===== src/rtl/ttl_inv_bank.sv =====
// Clocked 7404/05/06/07-style inverter/buffer bank: per-channel input glitch filter,
// invert-or-buffer function, clock-enabled delay pipeline and open-collector emulation.
module ttl_inv_bank #(
    parameter int CHANNELS    = 6,
    parameter     INVERT_MASK = {CHANNELS{1'b1}},
    parameter     OC_MASK     = {CHANNELS{1'b0}},
    parameter int DELAY       = 1,
    parameter int FILTER      = 0
) (
    input  logic                clk,
    input  logic                rst,
    input  logic                ce,
    input  logic [CHANNELS-1:0] a,
    output logic [CHANNELS-1:0] y,
    output logic [CHANNELS-1:0] y_oe
);

    localparam logic [CHANNELS-1:0] INV_M = INVERT_MASK;
    localparam logic [CHANNELS-1:0] OC_M  = OC_MASK;
    localparam int                  CW    = (FILTER > 0) ? $clog2(FILTER + 1) : 1;

    generate
        if (CHANNELS < 1 || CHANNELS > 32) begin : g_bad_channels
            $error("ttl_inv_bank: CHANNELS must be 1..32");
        end
        if (DELAY < 0 || DELAY > 15) begin : g_bad_delay
            $error("ttl_inv_bank: DELAY must be 0..15");
        end
        if (FILTER < 0 || FILTER > 255) begin : g_bad_filter
            $error("ttl_inv_bank: FILTER must be 0..255");
        end
        if ($bits(INVERT_MASK) != CHANNELS) begin : g_bad_inv_mask
            $error("ttl_inv_bank: INVERT_MASK width must equal CHANNELS");
        end
        if ($bits(OC_MASK) != CHANNELS) begin : g_bad_oc_mask
            $error("ttl_inv_bank: OC_MASK width must equal CHANNELS");
        end
    endgenerate

    logic [CHANNELS-1:0] s;
    logic [CHANNELS-1:0] f;
    logic [CHANNELS-1:0] p;

    genvar gi;
    generate
        if (FILTER == 0) begin : g_no_filter
            assign s = a;
        end else begin : g_filter
            // The edge on which cnt would reach FILTER is the accepting edge.
            localparam logic [CW-1:0] FILT_LAST = CW'(FILTER - 1);
            for (gi = 0; gi < CHANNELS; gi++) begin : g_ch
                logic          s_q;
                logic          s_d;
                logic [CW-1:0] cnt_q;
                logic [CW-1:0] cnt_d;

                always_comb begin
                    s_d   = s_q;
                    cnt_d = cnt_q;
                    if (a[gi] == s_q) begin
                        cnt_d = '0;
                    end else if (cnt_q == FILT_LAST) begin
                        s_d   = a[gi];
                        cnt_d = '0;
                    end else begin
                        cnt_d = cnt_q + CW'(1);
                    end
                end

                always_ff @(posedge clk or posedge rst) begin
                    if (rst) begin
                        s_q   <= 1'b0;
                        cnt_q <= '0;
                    end else if (ce) begin
                        s_q   <= s_d;
                        cnt_q <= cnt_d;
                    end
                end

                assign s[gi] = s_q;
            end
        end
    endgenerate

    assign f = s ^ INV_M;

    generate
        if (DELAY == 0) begin : g_no_pipe
            assign p = f;
        end else begin : g_pipe
            logic [CHANNELS-1:0] pipe_q [DELAY];

            // Reset loads the function of a=0 so the outputs start glitch-free.
            always_ff @(posedge clk or posedge rst) begin
                if (rst) begin
                    for (int k = 0; k < DELAY; k++) begin
                        pipe_q[k] <= INV_M;
                    end
                end else if (ce) begin
                    pipe_q[0] <= f;
                    for (int k = 1; k < DELAY; k++) begin
                        pipe_q[k] <= pipe_q[k-1];
                    end
                end
            end

            assign p = pipe_q[DELAY-1];
        end
    endgenerate

    // Open-collector channels read back high through the emulated pull-up when released.
    assign y    = p;
    assign y_oe = ~OC_M | ~p;

endmodule


===== config.mk =====
export PLATFORM = sky130hd
export DESIGN_NAME = ttl_inv_bank
export DESIGN_NICKNAME = d
export VERILOG_FILES = /design/src/rtl/ttl_inv_bank.sv
export SDC_FILE = /design/constraint.sdc
export NUM_CORES = 1
export LEC_CHECK = 0
export ABC_CLOCK_PERIOD_IN_PS = 1670
export BUFFER_PORTS_ARGS = -buffer_cell sky130_fd_sc_hd__clkbuf_2
export CORE_AREA = 2 2 39 41
export DETAILED_ROUTE_END_ITERATION = 7
export DIE_AREA = 0 0 41 43
export GPL_ROUTABILITY_DRIVEN = 0
export GPL_TIMING_DRIVEN = 1
export PLACE_DENSITY_LB_ADDON = 0.15
export SETUP_SLACK_MARGIN = 0.2
export SLEW_MARGIN = 20
export SYNTH_ARGS = -nofsm -noshare
export SYNTH_HDL_FRONTEND = slang
export SYNTH_SLANG_ARGS = --single-unit
export TNS_END_PERCENT = 30

===== constraint.sdc =====
create_clock -name clk -period 1.67 [get_ports clk]
set_input_delay 0 -clock clk [delete_from_list [all_inputs] [get_ports clk]]
set_output_delay 0 -clock clk [all_outputs]
set_load 0.05 [all_outputs]

==> run metrics <==
outcome=finished clean; total congestion overflow after global routing=0; max FFs per register=6; compound-gate portion of the synthesized area=7.05%; worst hold start=ce; largest net degree at the start of global routing=11; Setup WS post-layout=0.636 ns; final critical-path required period=1.03 ns; P_sw=0.000156 W; synthesized netlist cell count=27; final-report hold violation count=0; library cell occupying the most area in the post-synthesis netlist=dfstp_2; portion of the clock cycle consumed by the worst path in the final layout=61.9%; detailed-route vias per instance=3.65; dominant combinational cell family by area after synthesis=buffers and inverters; TritonCTS Buffers=3; mean instance size in the synthesized netlist=10.5 µm²; proportion of synthesized area in mux cells=7.05%; clock network power share=29.3%; H-tree levels=1; cell at the root of the clock tree=clkbuf_4; core area=0.00138 mm²; #FFs+latches synth=6; Cell Pwr Density=1030 mW/mm²; setup repair after global routing missed its margin=false; Worst Setup End Kind=primary output; library cell contributing the largest single delay on the critical path=dfstp_2; synthesized-area fraction occupied by and/or/nand/nor cells=5.29%; clock network latency to the later pin of the worst-skew pair=0.23 ns; depth of the most critical reg-to-reg path=2; Commonest cells post-synth=6 x buf_4, 6 x dfstp_2, 4 x a21oi_1, 4 x nor2_1, 3 x inv_1; count of buffers added by post-CTS timing repair for setup=0; number of vias in the routed layout=237; CP max stage delay=0.53 ns; critical register-to-register path endpoint=y[2]; first-pass GRT wire length=862 µm; share of total power in combinational logic=30.6%; top cell family by delay on the critical path=flip-flops; number of DRC violations after detailed routing=0; Net Sw Frac=35.4%; Buffers & Inverters on Critical Path=1; leakage component of the power=0.225 nW; portion of the post-synthesis area used by sequential elements=55.5%; clock slew at reported path FFs=0.04 ns; Worst Hold Depth=2; Max Cap Violations=0; main flop type after synthesis=dfstp_2; number of max-slew violations in the final report=0; die width=41 µm; final-stage net count=60; largest buffer count on any clock path=2; post-synthesis instance area=284 µm²; Final ANT Viol Nets=0; synthesized-area fraction occupied by xor and xnor cells=0%; Max Clock Freq=967 MHz; cts hold-fix bufs=7; I/O pin total=21; num rows=14; post-cts gate resize count=0; Initial DRT Pass Iterations=1; worst vdd ir=0.000499 V; initial antenna violation count=0; accumulated negative setup slack=0 ns; Die Footprint=0.00176 mm²; FILL cells=156; number of enable-type register cells in the synthesized netlist=0; top cell type's share of synthesized area=55.5%; data required time at the worst endpoint=1.67 ns; reg-to-reg slack, setup=0.90 ns; CTS tree=yes; path type of the worst min-delay path=in -> reg; starting utilization of the core area=20.5%; per-cell routed wire length=8.88 µm; IO buf count=14; reg-to-reg critical path startpoint=y[2]; worst setup skew after layout=0 ns; CTS sink count=6; start-to-end type of the worst setup path=reg -> out; arrival time of data at the critical path endpoint=1.03 ns; sequential group share of total power=40.2%; Synth cell types=8; chip height=43 µm; worst hold path endpoint=y[1]; Async SR Flop Fraction=100%; overall routing resource usage=8.10%; setup violators final=0; cell chain of the critical path=clkbuf_2; synth top area cells=dfstp_2 56%, buf_4 16%, a21oi_1 7.0%, mux2i_1 7.0%, nor2_1 5.3%; diode insertion count for antenna repair=0; number of global-route vias before repair=234; growth of design area from synthesis to finish=51.1%; DR iter-0 viols=0; Syn. warnings=0; worst setup slack before clock tree synthesis=0.884 ns; element type at the critical path start=flip-flop; Internal Pwr Total=0.000284 W; WL final=577 µm; maximum fanout count along the critical path=2; fraction of layout instances using a drive strength above 1=46.9%; share of synthesized cell area in full adder, half adder and majority cells=0%
==> power groups by stage <==
stage	Clock, W	Combinational, W	Sequential [W]
final	0.000129	0.000135	0.000177
after global routing	0.000145	0.000142	0.000178
after CTS	0.000137	0.000136	0.000177
after detailed placement	0	0.000122	0.000179
after global placement	0	0.000121	0.000177
after floorplan	0	0.0000595	0.000230
==> routing by layer <==
metal	part of all wire, %	track usage (%)	routed length, µm	vias to the layer above
met5	0	0	0	-
met4	1.4	8.00	8	0
met3	5.9	3.14	34	2
met2	62	13.8	357	7
met1	31	5.94	176	113
li1	-	-	-	115
==> through the flow <==
step	total power, W	hold WS [ns]	area, µm²	utilization, %	std cells
CTS	0.000450	0.0661	429	31.0	65
global placement	0.000298	0.126	337	24.3	55
detailed placement	0.000301	0.130	337	24.3	55
finish	0.000440	0.0734	429	31.0	65
floorplan	0.000289	-0.000977	303	-	32
global route	0.000465	0.0829	429	31.0	65
==> area by class of cell <==
class / instances / area, µm² / area share [%]
well taps: 16 / 20.0 / 4.66
flip-flops and latches: 6 / 158 / 36.7
clock buffers: 3 / 22.5 / 5.25
repair buffers: 21 / 140 / 32.7
multi-input cells: 16 / 77.6 / 18.1
inverters: 3 / 11.3 / 2.62
==> worst max path at each step <==
stage | start | to | slack [ns] | cells past startpoint
6_report | y[2] | y[2] | 0.64 | 1
5_1_grt | y[1] | y[1] | 0.60 | 1
4_1_cts | y[3] | y[3] | 0.62 | 1
3_5_place_dp | y[2] | y[2] | 0.88 | 2
3_3_place_gp | y[1] | y[1] | 0.89 | 1
2_1_floorplan | y[0] | y[0] | 0.75 | 2
==> cell families after synthesis <==
logic type,Yosys count
buffers and inverters,10
flip-flops,6
AO/OA/AOI/OAI,4
other,1
AND/OR/NAND/NOR,4
multiplexers,2
==> cell usage in the layout, fill, tap and decap left out <==
master         synthesis  layout
clkbuf_4               0       3
dfstp_2                6       6
nor2_1                 4       4
clkbuf_2               0      14
inv_1                  3       3
mux2i_1                2       2
dlygate4sd3_1          0       7
conb_1                 1       6
a21oi_1                4       4
No activity file was read; power rests on OpenSTA's default activity.
